**config.mk**
```make
export PLATFORM = sky130hd
export DESIGN_NAME = hamming_dec_engine
export DESIGN_NICKNAME = d
export VERILOG_FILES = /design/src/rtl/hamming_pkg.sv /design/src/rtl/secded_dec16.sv /design/src/rtl/hamming_dec_engine.sv
export SDC_FILE = /design/constraint.sdc
export NUM_CORES = 1
export LEC_CHECK = 0
export ABC_AREA = 1
export BUFFER_PORTS_ARGS = -buffer_cell sky130_fd_sc_hd__buf_2
export CAP_MARGIN = 20
export CORE_UTILIZATION = 42
export CTS_CLUSTER_SIZE = 25
export DETAILED_ROUTE_END_ITERATION = 10
export GPL_TIMING_DRIVEN = 0
export PLACE_DENSITY_LB_ADDON = 0.25
export SLEW_MARGIN = 20
export SYNTH_ARGS = -nofsm -noshare
export SYNTH_HDL_FRONTEND = slang
export SYNTH_SLANG_ARGS = --single-unit
```
**constraint.sdc**
```tcl
create_clock -name clk -period 1.75 [get_ports clk]
set_input_delay 0.175 -clock clk [delete_from_list [all_inputs] [get_ports clk]]
set_output_delay 0.175 -clock clk [all_outputs]
set_load 0.05 [all_outputs]
```
**src/rtl/hamming_pkg.sv**
```systemverilog
// Shared types and constants for the SECDED(16,11) decode engine.
package hamming_pkg;

  // Engine sequencing: each word is read (2 bytes), decoded, written (2 bytes).
  typedef enum logic [2:0] {
    IDLE,
    RD_LO,
    RD_HI,
    DECODE,
    WR_LO,
    WR_HI,
    DONE
  } state_t;

  // Default memory map and run length.
  localparam int SRC_BASE_DEF  = 64;
  localparam int DST_BASE_DEF  = 94;
  localparam int NUM_WORDS_DEF = 15;

  // Bit positions inside the 16-bit encoded word {hi,lo}.
  localparam int P16_POS = 0;   // overall even parity
  localparam int P1_POS  = 1;
  localparam int P2_POS  = 2;
  localparam int D1_POS  = 3;
  localparam int P4_POS  = 4;
  localparam int D2_POS  = 5;   // d2..d4 occupy [7:5]
  localparam int D4_POS  = 7;
  localparam int P8_POS  = 8;
  localparam int D5_POS  = 9;   // d5..d11 occupy [15:9]
  localparam int D11_POS = 15;

endpackage

```
**src/rtl/secded_dec16.sv**
```systemverilog
// Combinational SECDED decoder for one 16-bit Hamming word with overall parity.
// Corrects single errors, flags double errors and returns the 11 data bits.
module secded_dec16
  import hamming_pkg::*;
(
  input  logic [15:0] code_word,
  output logic [10:0] data,
  output logic        single_err,
  output logic        double_err
);

  logic [3:0]  syndrome;
  logic        overall;
  logic [15:0] fixed;
  logic        unused_parity;

  // Syndrome is the XOR of the indices of every set bit above the p16 slot.
  always_comb begin
    syndrome = '0;
    for (int i = 1; i < 16; i++) begin
      if (code_word[i]) begin
        syndrome = syndrome ^ 4'(i);
      end
    end
  end

  assign overall    = ^code_word;
  assign single_err = overall;
  assign double_err = !overall && (syndrome != 4'd0);

  // A single error flips the bit named by the syndrome; syndrome 0 hits only p16.
  assign fixed = overall ? (code_word ^ (16'd1 << syndrome)) : code_word;

  assign data = {fixed[D11_POS:D5_POS], fixed[D4_POS:D2_POS], fixed[D1_POS]};

  // Parity bits of the corrected word carry no payload.
  assign unused_parity = ^{fixed[P8_POS], fixed[P4_POS], fixed[P2_POS],
                           fixed[P1_POS], fixed[P16_POS]};

endmodule

```
**src/rtl/hamming_dec_engine.sv**
```systemverilog
// Memory-to-memory SECDED decode engine: reads NUM_WORDS encoded words from
// SRC_BASE, writes decoded words to DST_BASE and counts corrected/detected errors.
module hamming_dec_engine
  import hamming_pkg::*;
#(
  parameter int SRC_BASE  = SRC_BASE_DEF,
  parameter int DST_BASE  = DST_BASE_DEF,
  parameter int NUM_WORDS = NUM_WORDS_DEF
) (
  input  logic       clk,
  input  logic       reset,
  input  logic       req,
  output logic       ack,
  output logic [7:0] mem_addr,
  input  logic [7:0] mem_rd_data,
  output logic       mem_wr_en,
  output logic [7:0] mem_wr_data,
  output logic [3:0] single_cnt,
  output logic [3:0] double_cnt
);

  localparam logic [7:0] SRC_B    = 8'(SRC_BASE);
  localparam logic [7:0] DST_B    = 8'(DST_BASE);
  localparam logic [7:0] LAST_IDX = 8'(NUM_WORDS - 1);

  state_t      state, state_nxt;
  logic [7:0]  idx;
  logic [7:0]  offset;
  logic [7:0]  lo_byte, hi_byte;
  logic [7:0]  out_lo, out_hi;
  logic [10:0] dec_data;
  logic        dec_single, dec_double;

  assign offset = {idx[6:0], 1'b0};

  secded_dec16 u_dec (
    .code_word  ({hi_byte, lo_byte}),
    .data       (dec_data),
    .single_err (dec_single),
    .double_err (dec_double)
  );

  // State register; reset drops straight back to IDLE, abandoning any write.
  always_ff @(posedge clk or negedge reset) begin
    if (!reset) state <= IDLE;
    else        state <= state_nxt;
  end

  // Next state plus memory strobes; address and data stay 0 outside access states.
  always_comb begin
    state_nxt   = state;
    ack         = 1'b0;
    mem_wr_en   = 1'b0;
    mem_addr    = 8'd0;
    mem_wr_data = 8'd0;
    case (state)
      IDLE:   if (req) state_nxt = RD_LO;
      RD_LO: begin
        mem_addr  = SRC_B + offset;
        state_nxt = RD_HI;
      end
      RD_HI: begin
        mem_addr  = SRC_B + offset + 8'd1;
        state_nxt = DECODE;
      end
      DECODE: state_nxt = WR_LO;
      WR_LO: begin
        mem_addr    = DST_B + offset;
        mem_wr_en   = 1'b1;
        mem_wr_data = out_lo;
        state_nxt   = WR_HI;
      end
      WR_HI: begin
        mem_addr    = DST_B + offset + 8'd1;
        mem_wr_en   = 1'b1;
        mem_wr_data = out_hi;
        state_nxt   = (idx < LAST_IDX) ? RD_LO : DONE;
      end
      DONE: begin
        ack       = 1'b1;
        state_nxt = IDLE;
      end
      default: state_nxt = IDLE;
    endcase
  end

  // Datapath: capture bytes, register the decoded word, count errors, step the index.
  always_ff @(posedge clk or negedge reset) begin
    if (!reset) begin
      idx        <= 8'd0;
      lo_byte    <= 8'd0;
      hi_byte    <= 8'd0;
      out_lo     <= 8'd0;
      out_hi     <= 8'd0;
      single_cnt <= 4'd0;
      double_cnt <= 4'd0;
    end else begin
      case (state)
        IDLE: if (req) begin
          idx        <= 8'd0;
          single_cnt <= 4'd0;
          double_cnt <= 4'd0;
        end
        RD_LO: lo_byte <= mem_rd_data;
        RD_HI: hi_byte <= mem_rd_data;
        DECODE: begin
          out_lo <= dec_data[7:0];
          out_hi <= {dec_double, 4'b0000, dec_data[10:8]};
          if (dec_single && single_cnt != 4'hF) single_cnt <= single_cnt + 4'd1;
          if (dec_double && double_cnt != 4'hF) double_cnt <= double_cnt + 4'd1;
        end
        WR_HI: if (idx < LAST_IDX) idx <= idx + 8'd1;
        default: ;
      endcase
    end
  end

endmodule

```
=== After elaboration in Yosys (flattened, before gate mapping) ===
Cells that the tools add are included.

* Register bits after elaboration: 47

* Shifts and indexed selects: 1
* Reductions and logical operators: 13
* Add/sub/neg operators: 7
* Multiplexer cells: 31
* Magnitude comparators: 1
* Bitwise logic cells: 15
* Eq/ne operators: 12

{| class="wikitable"
|+ Operators by type and width
! kind !! count
|-
| $mux W4 || 11
|-
| $pmux W8 S2 || 2
|-
| $pmux W8 S4 || 1
|-
| $add A8 B1 Y8 const B || 3
|-
| $mux W3 || 6
|-
| $pmux W3 S6 || 1
|-
| $add A7 B8 Y8 const A || 2
|-
| $mux W16 || 1
|-
| $mux W8 || 2
|-
| $pmux W4 S2 || 2
|-
| $reduce_xor A16 Y1 || 1
|-
| $shl A1 B4 Y16 const A || 1
|-
| $xor A16 B16 Y16 || 1
|-
| $not A2 Y2 || 6
|-
| $not A3 Y3 || 4
|-
| $eq A3 B3 Y1 const B || 3
|-
| $reduce_and A3 Y1 || 3
|-
| $add A4 B1 Y4 const B || 2
|-
| $lt A8 B4 Y1 const B || 1
|-
| $ne A2 B2 Y1 const B || 4
|-
| $ne A4 B4 Y1 const B || 2
|-
| $eq A3 B2 Y1 const B || 2
|-
| $mux W2 || 2
|-
| $not A4 Y4 || 1
|-
| other kinds (9) || 16
|}

=== Longest topological paths before layout ===
Gate-level depths: netlist of the first run.

* Depth in word-level cells: 31
* Gate-level depth with buffers: 15
* Depth with buffers taken out: 15

=== Hierarchy ===
From an unflattened synthesis of the first run, not the netlist that was laid out.

* Cell total of the unflattened synthesis: 475
* Area, all modules: 3164.3 um2

{| class="wikitable"
|+ Modules (own cells, without submodules)
! module !! seq. area each (um2) !! area each (um2) !! instances !! cells an instance
|-
| hamming_dec_engine || 1176.1 || 2346.0 || 1 || 299
|-
| secded_dec16 || 0.0 || 818.3 || 1 || 176
|}

=== Least setup slack after synthesis of the first run ===
OpenSTA, ideal clock, no wires.

* Path type: register -> output
* Start: register state[2]
* End: output mem_wr_data[1]
* Stages on the path, launching flop included: 7
* Arrival: 2.160 ns
* Slack: -0.585 ns
* Buffers on the path: 0
* Cell sequence: dfrtp_1 > inv_2 > nor2_4 > inv_4 > nor2_4 > inv_2 > o21ai_0

* Word-level cells in the longest chain between the ends: 2
* Elaborated cells on any way between the ends: 3
* Those cells by class: eq/ne (2); mux (1)

{| class="wikitable"
|+ RTL lines
! element !! RTL line !! source
|-
| start, declared || hamming_dec_engine.sv:26 || <nowiki>state_t state, state_nxt;</nowiki>
|-
| start signal, assigned || hamming_dec_engine.sv:46 || <nowiki>else state <= state_nxt;</nowiki>
|-
| $eq A3 B3 Y1 || hamming_dec_engine.sv:56 || <nowiki>case (state)</nowiki>
|-
| $pmux W8 S2 (*) || hamming_dec_engine.sv:56 ||
|-
| end, declared || hamming_dec_engine.sv:17 || <nowiki>output logic [7:0] mem_wr_data,</nowiki>
|}

Mark *: on every way between the ends. The rest lies on a longest branch, timed or not.

=== Worst setup path after layout of the first run ===
Same ends and word-level chain as after synthesis.

==> metrics, run 1 <==
run status=finished with violations; failing checks=negative setup slack; post-route ant nets=0; Die Ht=just under 90 µm; Max Clk Rate=between 0.5 and 0.6 GHz; Max Buffers Root-to-Sink=2; layout cell share with drive strength beyond 1=between 40% and 50%; Worst EP arrival=between 1.5 and 2 ns; CP startpoint kind=register; syn nets=480; Final Max Slew Viols=0; detailed placement HPWL=5598 µm; core area=0.006944 mm²; Setup Viol. Count Final=18; final worst slack=-0.06868 ns; Total GRT Usage=21.70%; Tcrit/Tclk final=103.9%; vias post-DR=roughly 3.3k; Reg clk slew, reported paths=0.09 ns; CP required=between 1.5 and 2 ns; # port buffers=36; cell row count=30; vias per cell=between 5 and 6; # H-tree levels=2; synth top area cells=dfrtp_1 (38%), nand2_1 (22%), nand3_1 (7.4%); Hold Vio Cnt, Final=0; Num CTS Buffers=5; average instance area after synthesis=roughly 6.7 µm²; CTS Sinks=between 40 and 50; count leader, synth=nand2_1; r2r setup slk=-0.06 ns; Register Area=around 0.0012 mm²; Root Buffer=clkbuf_8; RSZ-0062 raised after global routing=yes; die area=about 0.0077 mm²; clock skew=~0.011 ns; Yosys warnings=0; max-cap violations=0; Filler cells=between 500 and 600; Post-Route WL=a little over 9000 µm; Slew @ Worst Pin=0.5933 ns; antenna cell count=0; number of library cell types mapped by synthesis=28; most frequent cells after synthesis=nand2_1 (178), inv_1 (52), dfrtp_1 (47), nand3_1 (46), nor2_1 (31); Die Wd=87.78 µm; number of DRC markers in iteration 0=between 150 and 200; Multi-input gate area=0.002095 mm²; largest net degree at the start of global routing=48; final cell count without fillers=around 640; Crit. Startpoint=state[2]$_DFFE_PN0P_; CTS tree=done; EDFF count, synth=0; placed cells=between 500 and 600; crit path kind=reg2out; reg-to-reg critical path endpoint=out_lo[2]$_DFFE_PN0P_; min Tclk post-route=1.819 ns; P&R area growth vs syn=42.47%; Seq cells post-synth=47; fraction of registers with async set/reset=between 90% and 100%; Post-Synthesis Cells=about 460; number of global-route vias before repair=between 2k and 3k; area leader, netlist=dfrtp_1; wire length of the first global-routing pass=13050 µm; share of the synthesized area in the top cell type=between 30% and 40%; initial antenna violation count=0; Initial Utilization=between 40% and 50%; r2r startpoint=hi_byte[5]$_DFFE_PN0P_; io pins=37; Final nets=around 560; Slew HR=between 60% and 70%; wire length per cell=roughly 14 µm; GR Overflow Total=0; worst r2r path cells=13; CP Capture Point=mem_wr_data[1]; clk_lat worst skew=0.30 ns; DR pass1 iterations=6; Fin Setup TNS=-0.5759 ns; ys flop type=dfrtp_1; # DRC=0; routability cong.=between 0.8 and 0.9; CP Capture Type=primary output; critical-path maximum fanout=5; sequential area share after synthesis=38.06%; Hold WC Path Type=in2reg; Syn Std Cell Area=0.003090 mm²
==> what timing repair did <==
action | CTS | global route
buffers inserted | 21 | 19
pin swaps | 19 | 51
endpoints found under the hold margin | 0 | 47
hold buffers | 0 | 1
gates resized for setup | 59 | 140
setup endpoints to repair | 34 | 39
==> cell type report <==
| cell class | instances | area share [%] |
|---|---|---|
| Timing Repair Buffer | 77 | 13.55 |
| Multi-Input combinational cell | 347 | 47.57 |
| Inverter | 65 | 6.195 |
| Tap cell | 96 | 2.728 |
| Clock buffer | 6 | 1.648 |
| Buffer | 5 | 0.5968 |
| Sequential cell | 47 | 27.02 |
| Clock inverter | 1 | 0.6820 |
==> worst max-delay path, cell delays in order, from the launching register on <==
cell     delay, ns
dfrtp_1       0.43
inv_2         0.10
nor2_4        0.18
inv_4         0.07
nor2_4        0.19
inv_4         0.08
o21ai_2       0.13
buf_6         0.17
==> worst min path at each step <==
stage | from | cells after the start | slack [ns] | to
after floorplan | reset | 0 | -0.12 | double_cnt[0]$_DFFE_PN0P_
after global placement | reset | 1 | 0.42 | idx[1]$_DFFE_PN0P_
after detailed placement | reset | 1 | 0.42 | idx[1]$_DFFE_PN0P_
after CTS | reset | 1 | 0.09 | idx[1]$_DFFE_PN0P_
after global routing | mem_rd_data[5] | 3 | 0.13 | hi_byte[5]$_DFFE_PN0P_
final | mem_rd_data[5] | 3 | 0.13 | hi_byte[5]$_DFFE_PN0P_
==> flip-flops by register name (all words and copies together), names as in the netlist <==
signal / flops
double_cnt: 4
hi_byte: 8
idx: 8
lo_byte: 8
out_hi: 4
out_lo: 8
single_cnt: 4
state: 3
==> layer usage <==
metal  wire (µm)  GRT usage, %  vias up  share of wire (%)
met4         197         7.303        0                2.2
met1        3834         27.11     1566                 42
met3         357         3.205       21                3.9
li1            -             -     1627                  -
met5           0             0        -                  0
met2        4701         38.20      102                 52
==> cell families after synthesis <==
group	count (synthesis)	share of synthesized area, %
AND/OR/NAND/NOR	289	41.34
XOR/XNOR	6	1.700
adder cells (fa/ha/maj)	5	2.024
flip-flops	47	38.06
buffers and inverters	70	8.745
AO/OA/AOI/OAI	47	8.138
==> through the flow <==
stage / setup WS (ns) / area [µm²] / util (%) / hold slack [ns]
finish: -0.06868 / 4403 / 63.41 / 0.1311
global placement: -0.1209 / 3402 / 48.99 / 0.4158
detailed placement: -0.1543 / 3402 / 48.99 / 0.4173
floorplan: -0.1647 / 3102 / - / -0.1206
CTS: -0.05317 / 3816 / 54.96 / 0.09100
global route: -0.1732 / 4403 / 63.41 / 0.1338
==> cells in the final DEF (no fill, tap or decap), types with 2 or more instances in the layout <==
master    instances
a21oi_1           4
a21oi_2           2
buf_2            20
buf_4            40
buf_6            17
clkbuf_1          2
clkbuf_2          2
clkbuf_8          5
dfrtp_1          36
dfrtp_2          11
ha_1              4
inv_1            35
inv_2            21
inv_4             7
nand2_1         123
nand2_2          49
nand2_4          19
nand3_1          31
nand3_2          12
nand3_4           4
nand4_1           2
nor2_1           22
nor2_2            8
nor2_4           11
nor3_1            6
o21a_1            2
o21ai_0          19
o21ai_1           6
o21ai_2           7
o22ai_2           3
xor2_1            5
Power of run 1 is left out: the tool's default activity adds up to more than one toggle a clock period on the data nets, which glitch-free logic cannot reach.
==> run 2, diff against run 1 <==
--- a/config.mk
+++ b/config.mk
@@ -7,7 +7,6 @@
 export LEC_CHECK = 0
 export ABC_AREA = 1
 export BUFFER_PORTS_ARGS = -buffer_cell sky130_fd_sc_hd__buf_2
-export CAP_MARGIN = 20
 export CORE_UTILIZATION = 42
 export CTS_CLUSTER_SIZE = 25
 export DETAILED_ROUTE_END_ITERATION = 10
@@ -17,3 +16,4 @@
 export SYNTH_ARGS = -nofsm -noshare
 export SYNTH_HDL_FRONTEND = slang
 export SYNTH_SLANG_ARGS = --single-unit
+export TNS_END_PERCENT = 5
==> metrics, run 2 (synthesis results as in run 1) <==
number of global-route vias before repair=slightly below 3k; CTS tree=done; wire length of the first global-routing pass=13030 µm; Max Buffers Root-to-Sink=2; vias post-DR=between 3k and 4k; post-route ant nets=0; Die Ht=about 88 µm; die area=around 0.0077 mm²; Tcrit/Tclk final=106.2%; # port buffers=36; reg-to-reg critical path endpoint=out_lo[2]$_DFFE_PN0P_; final worst slack=-0.1088 ns; Die Wd=87.78 µm; initial antenna violation count=0; GR Overflow Total=0; Slew HR=approximately three fifths; RSZ-0062 raised after global routing=yes; Slew @ Worst Pin=approximately 0.6 ns; Filler cells=642; detailed placement HPWL=roughly 5600 µm; DR pass1 iterations=4; core area=0.006944 mm²; Setup Viol. Count Final=27; Final nets=556; crit path kind=reg2out; io pins=37; routability cong.=~0.92; Root Buffer=clkbuf_8; antenna cell count=0; failing checks=negative setup slack; critical-path maximum fanout=7; Total GRT Usage=a little over a fifth; cell row count=30; Post-Route WL=about 8100 µm; max-cap violations=0; Final Max Slew Viols=0; Max Clk Rate=between 0.5 and 0.6 GHz; CTS Sinks=47; Hold Path Origin=mem_rd_data[5]; Initial Utilization=~45%; worst r2r path cells=15; number of DRC markers in iteration 0=100; r2r startpoint=hi_byte[3]$_DFFE_PN0P_; CP startpoint kind=register; Crit. Startpoint=state[2]$_DFFE_PN0P_; most frequent cells in the layout=nand2_1 (154), nand3_1 (39), inv_1 (38), dfrtp_1 (38), buf_4 (38); Num CTS Buffers=5; # H-tree levels=2; clk_lat worst skew=approximately 0.30 ns; min Tclk post-route=roughly 1.9 ns; Post-DP Area=between 0.003 and 0.004 mm²; CP required=1.57 ns; Util after Layout=between 50% and 60%; clock skew=about 0.0057 ns; Worst Hold Path EP=hi_byte[5]$_DFFE_PN0P_; Reg clk slew, reported paths=~0.09 ns; design area=about 0.0041 mm²; Hold WC Path Type=in2reg; Worst EP arrival=between 1.5 and 2 ns; # DRC=0; largest net degree at the start of global routing=48; wire length per cell=12.76 µm; P&R area growth vs syn=31.46%; Hold Vio Cnt, Final=0; CP Capture Type=primary output; run status=finished with violations; vias per cell=between 4 and 5; Worst Hold Path Cells=3; layout cell share with drive strength beyond 1=roughly 34%; commonest non-fill, non-tap cell in the layout=nand2_1; r2r setup slk=-0.09 ns
## run 2: worst max path at each step
stage / end
floorplan: mem_wr_data[7]
global placement: mem_addr[4]
detailed placement: mem_addr[6]
CTS: mem_addr[7]
global route: out_lo[2]$_DFFE_PN0P_
finish: mem_wr_data[7]
## run 2: through the flow
step / TNS, ns / worst slack [ns] / std cells / hold WS [ns]
finish: -1.250 / -0.1088 / 637 / 0.1295
global route: -4.926 / -0.1915 / 637 / 0.1441
CTS: -0.3910 / -0.07563 / 620 / 0.09233
detailed placement: -1.382 / -0.1576 / 596 / 0.4255
global placement: -0.9529 / -0.1016 / 596 / 0.4256
floorplan: -1.578 / -0.1955 / 464 / -0.1206
## run 2: worst max-delay path, stage by stage (launching register included)
cell and delay, ns:
dfrtp_1 0.48, inv_2 0.12, nor2_4 0.15, buf_4 0.14
nand2_2 0.13, o21ai_2 0.18, buf_6 0.18
## run 2: area by class of cell
cell class / count / area (µm²) / area share (%)
multi-input cells: 347 / 1858 / 45.73
flip-flops and latches: 47 / 1187 / 29.23
repair buffers: 69 / 515.5 / 12.69
inverters: 65 / 259.0 / 6.375
well taps: 96 / 120.1 / 2.957
clock buffers: 8 / 100.1 / 2.464
plain buffers: 5 / 22.52 / 0.5544
## run 2: repair_timing
action                     4_1_cts  5_1_grt
setup buffers                   16       16
resized for setup               41       75
pin swaps                       10       31
hold endpoints to repair         0       47
hold buffers                     0        1
setup endpoints to repair       32       38
## run 2: routing by layer
metal  share of wire, %  global-route usage (%)  vias to the layer above
met2                 51                   38.55                       61
li1                   -                       -                     1609
met3                3.3                   4.053                       17
met4                2.2                   8.346                        0
met1                 44                   26.65                     1459
met5                  0                       0                        -
Power of run 2 is left out for the same reason.
==> run 3, diff against run 2 <==
--- a/config.mk
+++ b/config.mk
@@ -8,6 +8,7 @@
 export ABC_AREA = 1
 export BUFFER_PORTS_ARGS = -buffer_cell sky130_fd_sc_hd__buf_2
 export CORE_UTILIZATION = 42
+export CTS_BUF_LIST = sky130_fd_sc_hd__clkbuf_4
 export CTS_CLUSTER_SIZE = 25
 export DETAILED_ROUTE_END_ITERATION = 10
 export GPL_TIMING_DRIVEN = 0
==> metrics, run 3 (synthesis results as in run 1) <==
CP startpoint kind=register; Filler cells=approximately 650; Die Ht=roughly 88 µm; # DRC=0; CP Capture Type=primary output; Setup Viol. Count Final=22; Post-DP Area=roughly 0.0034 mm²; design area=~0.004 mm²; Final nets=549; cell row count=30; io pins=37; Final Max Slew Viols=0; largest net degree at the start of global routing=48; number of global-route vias before repair=2858; die area=approximately 0.0077 mm²; Root Buffer=clkbuf_4; Initial Utilization=approximately 45%; CP Capture Point=mem_addr[6]; GR Overflow Total=0; run status=finished with violations; CTS Sinks=47; detailed placement HPWL=about 5600 µm; vias per cell=4.886; antenna cell count=0; layout cell share with drive strength beyond 1=between 30% and 40%; CTS tree=done; Worst Hold Path Cells=3; reg-to-reg critical path endpoint=out_lo[2]$_DFFE_PN0P_; CP required=1.57 ns; r2r startpoint=hi_byte[3]$_DFFE_PN0P_; most frequent cells in the layout=nand2_1 (154), nand3_1 (42), inv_1 (38); wire length of the first global-routing pass=between 10000 and 15000 µm; Slew @ Worst Pin=around 0.6 ns; Reg clk slew, reported paths=roughly 0.14 ns; clock skew=0.01262 ns; critical-path maximum fanout=3; # port buffers=36; commonest non-fill, non-tap cell in the layout=nand2_1; failing checks=negative setup slack; core area=between 0.006 and 0.007 mm²; Slew HR=between 50% and 60%; initial antenna violation count=0; RSZ-0062 raised after global routing=yes; DR pass1 iterations=4; Worst EP arrival=between 1.5 and 2 ns; Util after Layout=57.57%; vias post-DR=roughly 3.1k; crit path kind=reg2out; # H-tree levels=2; r2r setup slk=-0.07 ns; Hold Vio Cnt, Final=0; Die Wd=roughly 90 µm; clk_lat worst skew=~0.37 ns; wire length per cell=12.58 µm; Max Clk Rate=around 0.52 GHz; Total GRT Usage=21.73%; P&R area growth vs syn=29.35%; Post-Route WL=slightly below 8000 µm; max-cap violations=0; min Tclk post-route=1.907 ns; number of DRC markers in iteration 0=approximately 120; worst hold slack=just under 0.05 ns; worst r2r path cells=14; post-route ant nets=0; Crit. Startpoint=idx[1]$_DFFE_PN0P_; final worst slack=-0.1565 ns; Num CTS Buffers=5; Hold WC Path Type=in2reg; Max Buffers Root-to-Sink=2; Tcrit/Tclk final=108.9%; routability cong.=roughly 0.92
run 3: cell type report:
cell class	count	area [µm²]	share of cell area, %
repair buffers	62	473.0	11.83
inverters	65	264.0	6.604
well taps	96	120.1	3.005
flip-flops and latches	47	1191	29.80
multi-input cells	347	1874	46.89
plain buffers	5	22.52	0.5634
clock inverters	2	7.507	0.1878
clock buffers	6	45.04	1.127
run 3: repair_timing:
action | 4_1_cts | 5_1_grt
endpoints found under the hold margin | 0 | 47
setup buffers | 13 | 12
pin swaps | 9 | 29
gates resized for setup | 51 | 74
hold buffers | 0 | 1
endpoints found under the setup margin | 34 | 40
run 3: critical path, stage by stage, from the launching register on:
cell and delay (ns):
dfrtp_1 0.43, buf_4 0.15, nor2_1 0.07, nand2_1 0.08
o21ai_1 0.17, xor2_1 0.17, o22ai_1 0.09, buf_4 0.19
run 3: layer usage:
| metal | GRT usage, % | up-vias | wire (µm) |
|---|---|---|---|
| met2 | 39.39 | 71 | 4052 |
| li1 | - | 1599 | - |
| met3 | 3.299 | 6 | 288 |
| met1 | 26.83 | 1402 | 3514 |
| met5 | 0 | - | 0 |
| met4 | 5.663 | 0 | 72 |
run 3: worst min-delay path by stage:
stage | to | slack, ns | startpoint
after detailed placement | idx[4]$_DFFE_PN0P_ | 0.43 | reset
after global placement | idx[4]$_DFFE_PN0P_ | 0.43 | reset
after CTS | idx[5]$_DFFE_PN0P_ | 0.02 | reset
after floorplan | double_cnt[0]$_DFFE_PN0P_ | -0.12 | reset
final | hi_byte[5]$_DFFE_PN0P_ | 0.05 | mem_rd_data[5]
after global routing | hi_byte[6]$_DFFE_PN0P_ | 0.05 | mem_rd_data[6]
run 3: metrics by stage:
step           setup WS, ns  TNS (ns)  instances
3_3_place_gp        -0.1016   -0.9529        596
4_1_cts             -0.1467    -1.239        617
6_report            -0.1565    -1.353        630
2_1_floorplan       -0.1955    -1.578        464
3_5_place_dp        -0.1576    -1.382        596
5_1_grt             -0.2455    -4.984        630
Power of run 3 is left out for the same reason.
